===== src/rtl/ysyx_24100005_ifu.sv =====
// Instruction fetch unit: one outstanding imem request, a one-entry
// output buffer to decode, redirect/kill handling and ebreak halt.
module ysyx_24100005_ifu #(
  parameter int              XLEN     = 32,
  parameter logic [XLEN-1:0] RESET_PC = 32'h8000_0000
) (
  input  logic            clk,
  input  logic            rst,
  output logic            imem_req_valid,
  input  logic            imem_req_ready,
  output logic [XLEN-1:0] imem_req_addr,
  input  logic            imem_resp_valid,
  input  logic [31:0]     imem_resp_data,
  output logic            out_valid,
  input  logic            out_ready,
  output logic [31:0]     out_inst,
  output logic [XLEN-1:0] out_pc,
  input  logic            redirect_valid,
  input  logic [XLEN-1:0] redirect_pc,
  output logic            halted,
  output logic [XLEN-1:0] fetch_count
);

  localparam logic [31:0] EBREAK = 32'h0010_0073;

  typedef enum logic [1:0] {
    S_REQ,
    S_WAIT,
    S_OUT,
    S_HALT
  } state_e;

  state_e          state_q, state_d;
  logic [XLEN-1:0] pc_q, pc_d;
  logic            kill_q, kill_d;
  logic [31:0]     inst_q, inst_d;
  logic [XLEN-1:0] opc_q, opc_d;
  logic [XLEN-1:0] cnt_q, cnt_d;

  logic [XLEN-1:0] redir_pc;
  logic            req_fire;
  logic            out_fire;
  logic            is_ebreak;

  assign redir_pc  = {redirect_pc[XLEN-1:2], 2'b00};
  assign req_fire  = imem_req_valid && imem_req_ready;
  assign out_fire  = out_valid && out_ready;
  assign is_ebreak = (inst_q == EBREAK);

  // State register
  always_ff @(posedge clk or negedge rst) begin
    if (!rst) begin
      state_q <= S_REQ;
    end else begin
      state_q <= state_d;
    end
  end

  // Next-state logic; redirect outranks any handshake
  always_comb begin
    state_d = state_q;
    unique case (state_q)
      S_REQ: begin
        if (!redirect_valid && req_fire) begin
          state_d = S_WAIT;
        end
      end
      S_WAIT: begin
        if (imem_resp_valid) begin
          if (kill_q || redirect_valid) begin
            state_d = S_REQ;
          end else begin
            state_d = S_OUT;
          end
        end
      end
      S_OUT: begin
        if (redirect_valid) begin
          state_d = S_REQ;
        end else if (out_fire) begin
          state_d = is_ebreak ? S_HALT : S_REQ;
        end
      end
      S_HALT: begin
        state_d = S_HALT;
      end
      default: begin
        state_d = S_REQ;
      end
    endcase
  end

  // Outputs; gated by rst so they drop the instant reset asserts
  always_comb begin
    imem_req_valid = rst && (state_q == S_REQ) && !redirect_valid;
    imem_req_addr  = {pc_q[XLEN-1:2], 2'b00};
    out_valid      = rst && (state_q == S_OUT) && !redirect_valid;
    out_inst       = inst_q;
    out_pc         = opc_q;
    halted         = (state_q == S_HALT);
    fetch_count    = cnt_q;
  end

  // Datapath next values: pc, kill flag, output buffer, counter
  always_comb begin
    pc_d   = pc_q;
    kill_d = kill_q;
    inst_d = inst_q;
    opc_d  = opc_q;
    cnt_d  = cnt_q;
    unique case (state_q)
      S_REQ: begin
        if (redirect_valid) begin
          pc_d = redir_pc;
        end
      end
      S_WAIT: begin
        if (imem_resp_valid) begin
          if (kill_q || redirect_valid) begin
            kill_d = 1'b0;
            if (redirect_valid) begin
              pc_d = redir_pc;
            end
          end else begin
            inst_d = imem_resp_data;
            opc_d  = pc_q;
          end
        end else if (redirect_valid) begin
          pc_d   = redir_pc;
          kill_d = 1'b1;
        end
      end
      S_OUT: begin
        if (redirect_valid) begin
          pc_d = redir_pc;
        end else if (out_fire) begin
          cnt_d = cnt_q + XLEN'(1);
          if (!is_ebreak) begin
            pc_d = pc_q + XLEN'(4);
          end
        end
      end
      default: begin
        pc_d = pc_q;
      end
    endcase
  end

  // Datapath registers
  always_ff @(posedge clk or negedge rst) begin
    if (!rst) begin
      pc_q   <= RESET_PC;
      kill_q <= 1'b0;
      inst_q <= 32'h0;
      opc_q  <= '0;
      cnt_q  <= '0;
    end else begin
      pc_q   <= pc_d;
      kill_q <= kill_d;
      inst_q <= inst_d;
      opc_q  <= opc_d;
      cnt_q  <= cnt_d;
    end
  end

endmodule


===== config.mk =====
export PLATFORM = sky130hd
export DESIGN_NAME = ysyx_24100005_ifu
export DESIGN_NICKNAME = d
export VERILOG_FILES = /design/src/rtl/ysyx_24100005_ifu.sv
export SDC_FILE = /design/constraint.sdc
export NUM_CORES = 1
export LEC_CHECK = 0
export CORE_UTILIZATION = 45
export CTS_BUF_LIST = sky130_fd_sc_hd__clkbuf_8
export DETAILED_ROUTE_END_ITERATION = 10
export DONT_BUFFER_PORTS = 1
export SYNTH_ARGS = -nofsm -noshare
export SYNTH_HDL_FRONTEND = slang
export SYNTH_SLANG_ARGS = --single-unit

===== constraint.sdc =====
create_clock -name clk -period 2.57 [get_ports clk]
set_input_delay 0.257 -clock clk [delete_from_list [all_inputs] [get_ports clk]]
set_output_delay 0.257 -clock clk [all_outputs]
set_load 0.01 [all_outputs]

* After elaboration in Yosys (flattened, before gate mapping)
Index checks and enable logic that the tools add are counted.
Widths: inputs -> output; s select.
** Cells by class
- Add/sub/neg operators :: 2
- Equal/unequal tests :: 10
- Multiplexer cells :: 17
- Bitwise operators :: 2
- Reduce and logical (&&, ||, !) cells :: 17
** Operators by type and width (number)
- $mux 32 :: 6
- $pmux 32 s3 :: 1
- $add 32x1->32 const B :: 1
- $add 32x3->32 const B :: 1
- $eq 32x21->1 const B :: 1
- $mux 2 :: 6
- $reduce_and 3->1 :: 4
- $ne 3x3->1 const B :: 3
- $pmux 2 s4 :: 1
- $logic_and 1x1->1 :: 7
- $eq 2x2->1 const B :: 2
- $ne 2x2->1 const B :: 2
- $reduce_and 4->1 :: 1
- $mux 1 :: 3
- $reduce_bool 3->1 :: 1
- $eq 2x1->1 const B :: 1
- $logic_not 2->1 :: 1
- $ne 2x1->1 const B :: 1
- $not 1->1 :: 2
- $reduce_bool 2->1 :: 1
- $logic_not 1->1 :: 1
- $logic_or 1x1->1 :: 1
** Word-level totals
- Register bits after elaboration :: 131
- Output and inout port bits :: 131
- Word-level logic and storage cells :: 54

* Depth between registers and ports, before layout
- Depth in word-level cells :: 7
- Depth in mapped cells :: 9
- Gate-level depth less buffers :: 6

* Worst setup path after synthesis
Ideal clock, no wire load.
- Kind :: register -> register
- Start point :: register pc_q[2]
- End point :: register pc_q[24]
- Setup time :: 0.121 ns
- Arrival :: 1.845 ns
- Data required time :: 2.449 ns
- Setup slack :: 0.604 ns
- Stages on the path, launching flop included :: 8
- Buffers on the path :: 1
- Period minus slack after synthesis :: 1.966 ns
- Path through :: dfrtp_1 > ha_1 > and4_1 > and3_1 > clkbuf_1 > and2_2 > a41oi_1 > o22a_1
** On the way
- Word-level cells in the longest chain between the ends :: 5
** Ends and longest elaborated chain
- start: declaration :: line 34 : logic [XLEN-1:0] pc_q, pc_d;
- start signal: assignment :: line 158 : pc_q <= pc_d;
- $add 32x3->32 :: line 139 : pc_d = pc_q + XLEN'(4);
- $mux 32 :: line 138 : if (!is_ebreak) begin
- $mux 32 :: line 136 : end else if (out_fire) begin
- $mux 32 :: line 134 : if (redirect_valid) begin
- $pmux 32 s3 :: line 111 : unique case (state_q)
No other way between the ends. The select of a mux whose other input is x is not followed.
A chain may end at the register's enable or synchronous reset.

* Worst setup path in the final report
- Start point :: register state_q[1]
- End point :: register pc_q[29]
** On the way
- Word-level cells in the longest chain between the ends :: 6
- Elaborated cells on any way between the ends :: 12
** Ends and longest elaborated chain
- start: declaration :: line 33 : state_e state_q, state_d;
- start signal: assignment :: line 55 : state_q <= state_d;
- $eq 2x2->1 :: line 97, 111
- $logic_and 1x1->1 (2 in series) :: line 97 : out_valid = rst && (state_q == S_OUT) && !redirect_valid;
- $logic_and 1x1->1 :: line 47 : assign out_fire = out_valid && out_ready;
- $ne 3x3->1 (no source line)
- $reduce_and 4->1 (no source line)
Several ways; a longest one is shown, not always the timed one.

==> flow_metrics.py <==
metrics = {
    "setup_path": {
        "worst_setup_path_end_kind": "flip-flop",
        "path_delay_family": "simple AND/OR/NAND/NOR gates",
        "crit_buf_inv": 0,
        "startpoint_type": "flip-flop",
        "cpPeakStageDelay_ns": 0.77,
        "cp.required_ns": 2.84,
        "slowest_stage": "nor2_2",
        "criticalPathCategory": "flip-flop to flip-flop",
        "cp.arrival_ns": 2.65,
        "crit_path_max_fanout": 18,
        "crit_chain": "nor3b_4, a21oi_1, or2_1, nor2_2, a2bb2oi_1",
    },
    "clock_tree": {
        "clk_latency_ns": 0.44,
        "clk_pin_slew_worst_paths_ns": 0.08,
        "cts_root_buffer": "clkbuf_8",
        "clkSinkCount": 127,
        "cts_buffer_depth": 2,
        "holdBufCountCts": 39,
        "cts_setup_buffers": 0,
        "cts_tree": "built",
        "cts_buffers": 17,
        "htreeDepth": 4,
        "cts.repair.resized": 0,
    },
    "floorplan": {
        "core_area_mm2": 0.0128,
        "fp.dieH_um": 118,
        "rows": 41,
        "die_w_um": 118,
        "boundaryPins": 201,
        "dieArea_mm2": 0.0139,
        "initial_core_util_pct": 47.0,
    },
    "global_route": {
        "grt_pass1_wl_um": 24500,
        "globalRouteTotalUtil_pct": 22.5,
        "grt_max_degree": 132,
        "grt_overflow": 0,
        "antenna_found_initial": 0,
        "grt_pass1_vias": 4427,
    },
    "place": {
        "dpl.cell_count": 690,
        "portBuffers": 0,
        "gp_congestion": 0.763,
        "hpwl_um": 10100,
    },
    "detailed_routing": {
        "antenna_left": 0,
        "wl_um": 15200,
        "vias": 4492,
        "drtPass1Iterations": 4,
        "wl_per_cell_um": 20.0,
        "drcViolationCount": 0,
        "avgViaCountPerCell": 5.90,
        "drt_iter0_drc": 248,
    },
    "power": {
        "p_per_area_mw_per_mm2": 1070,
        "p_leak_nw": 3.03,
        "ir_drop_mv": 0.662,
    },
    "layout": {
        "nets": 648,
        "final_cells": 761,
        "layout-drive-gt1-share_pct": 20.5,
        "num_antenna_cells": 0,
        "area_growth_pct": 18.0,
    },
    "synthesis": {
        "seq_area_frac_synth_pct": 52.8,
        "syn_area_mm2": 0.00602,
        "synth_edf_count": 0,
        "yosys_register_bits": 127,
        "async_flop_share_pct": 100,
        "synth_ff_type": "dfrtp_1",
        "yosysWarningCount": 0,
        "synth.distinct_cells": 56,
        "netlist_instances": 537,
        "avgSynthCellArea_um2": 11.2,
    },
    "sta": {
        "fin_crit_ns": 2.38,
        "relSlewSlack_pct": 39.3,
        "drv_slew": 0,
        "worst_slew_pin_slew_ns": 0.910,
        "fin_worst_skew_ns": 0.00925,
        "holdWs_ns": -0.496,
        "setup_viol": 0,
        "period_share_pct": 92.6,
        "rsz0062_at_grt": "no",
        "max_freq_ghz": 0.420,
        "finalHoldViolations": 127,
        "fin_tns_setup_ns": 0,
    },
    "run_status": {
        "status": "complete, but fails checks",
        "failed_checks": "hold timing",
    },
    "job": {
        "maxCapViolCount": 0,
    },
    "min_path": {
        "hold_class": "input pin to asynchronous set/reset pin",
    },
}
logic make-up after synthesis:
| kind of cell | Yosys count | share of synthesized area, % |
|---|---|---|
| mux | 61 | 11.4 |
| flops | 127 | 52.8 |
| xor+xnor | 31 | 4.51 |
| compound gates | 97 | 11.0 |
| other cells | 1 | 0.0622 |
| simple gates | 173 | 16.4 |
| fa+ha+maj | 2 | 0.415 |
| buf+inv | 45 | 3.45 |
state kept, by name, indices dropped and copies added (netlist names):
| register | cells |
|---|---|
| fetch_count | 32 |
| pc_q | 30 |
| out_pc | 30 |
| state_q | 2 |
| kill_q | 1 |
| out_inst | 32 |
synthesized netlist by cell type (2+ instances only):
cell | number | area share, %
o21ai_1 | 5 | 0.42
clkbuf_1 | 19 | 1.2
xnor2_1 | 24 | 3.5
or2_1 | 2 | 0.21
buf_2 | 13 | 1.1
nand4_1 | 14 | 1.5
dfrtp_1 | 126 | 52
a41oi_1 | 7 | 1.0
a2bb2oi_1 | 16 | 2.3
a31oi_1 | 15 | 1.6
and4_1 | 8 | 1.2
and3_1 | 12 | 1.2
o22ai_1 | 6 | 0.62
xor2_1 | 7 | 1.0
nor4bb_1 | 2 | 0.33
nor4b_1 | 3 | 0.44
nand4b_1 | 2 | 0.29
nor2_1 | 26 | 1.6
a211oi_1 | 3 | 0.37
mux2_2 | 60 | 11
a22o_1 | 2 | 0.29
nor4_1 | 6 | 0.62
ha_1 | 2 | 0.42
nor3_1 | 24 | 2.0
a21oi_1 | 11 | 0.91
a32oi_1 | 2 | 0.29
nand3_1 | 26 | 2.2
o31ai_1 | 3 | 0.37
inv_1 | 5 | 0.31
o22a_1 | 8 | 1.2
buf_1 | 2 | 0.12
nand2_1 | 27 | 1.7
buf_4 | 4 | 0.50
o21ai_0 | 17 | 1.4
and2_1 | 6 | 0.62
or3_1 | 2 | 0.21
placed cells by master, fill, tap and decap left out, drive strengths merged, types with 6 or more instances in the layout:
cell type | Yosys | layout
a21oi | 11 | 11
a2bb2oi | 16 | 16
a31oi | 15 | 15
a41oi | 7 | 7
and2 | 7 | 7
and3 | 13 | 13
and4 | 10 | 10
buf | 20 | 17
bufinv | 0 | 7
clkbuf | 19 | 18
dfrtp | 126 | 126
dlygate4sd3 | 0 | 39
inv | 6 | 7
mux2 | 60 | 60
nand2 | 27 | 27
nand3 | 26 | 26
nand4 | 14 | 14
nor2 | 27 | 27
nor3 | 25 | 25
nor4 | 7 | 7
o21ai | 22 | 22
o22a | 8 | 8
o22ai | 6 | 6
xnor2 | 24 | 24
xor2 | 7 | 7
final timing paths:
path                       depth (start not counted)       startpoint  slack, ns       end
max                                                5       state_q[1]       0.19  pc_q[29]
min                                                0              rst      -0.50  pc_q[11]
max reg2reg                                        5       state_q[1]       0.19  pc_q[29]
min reg2reg                                        2           kill_q       0.50    kill_q
max in group asynchronous                          0              rst       2.85  pc_q[31]
min in group clk                                   2  redirect_pc[25]       0.05  pc_q[25]
metrics by stage:
| step | utilization (%) | cell area (um2) | total power [W] | worst slack (ns) |
|---|---|---|---|---|
| 6_report | 55.4 | 7110 | 0.00764 | 0.191 |
| 5_1_grt | 55.4 | 7110 | 0.00805 | 0.0284 |
| 4_1_cts | 55.4 | 7110 | 0.00768 | 0.181 |
| 3_5_place_dp | 48.4 | 6210 | 0.00542 | 0.191 |
| 3_3_place_gp | 48.4 | 6210 | 0.00534 | 0.272 |
| 2_1_floorplan | - | 6040 | 0.00489 | 0.604 |
power by group:
part           switching [W]  internal [W]  total [W]
logic               0.000709      0.000872    0.00158
registers            0.00115       0.00271    0.00386
clock network       0.000815       0.00138    0.00219
total                0.00267       0.00497    0.00764
final cells by class:
class                      instances  area, um2
clock buffer                      18        248
clock inverter                    14        262
fill                            1083       5720
inverter                           6       22.5
multi-input combinational        368       2660
sequential                       127       3180
tap                              172        215
timing repair buffer              56        518
layer usage:
| metal | track usage [%] | vias to the layer above | wire, um |
|---|---|---|---|
| li1 | - | 2077 | - |
| met1 | 30.1 | 2199 | 6860 |
| met2 | 33.4 | 195 | 6860 |
| met3 | 7.90 | 21 | 1210 |
| met4 | 8.81 | 0 | 255 |
| met5 | 0 | - | 0 |
(Power assumes the default switching activity.)
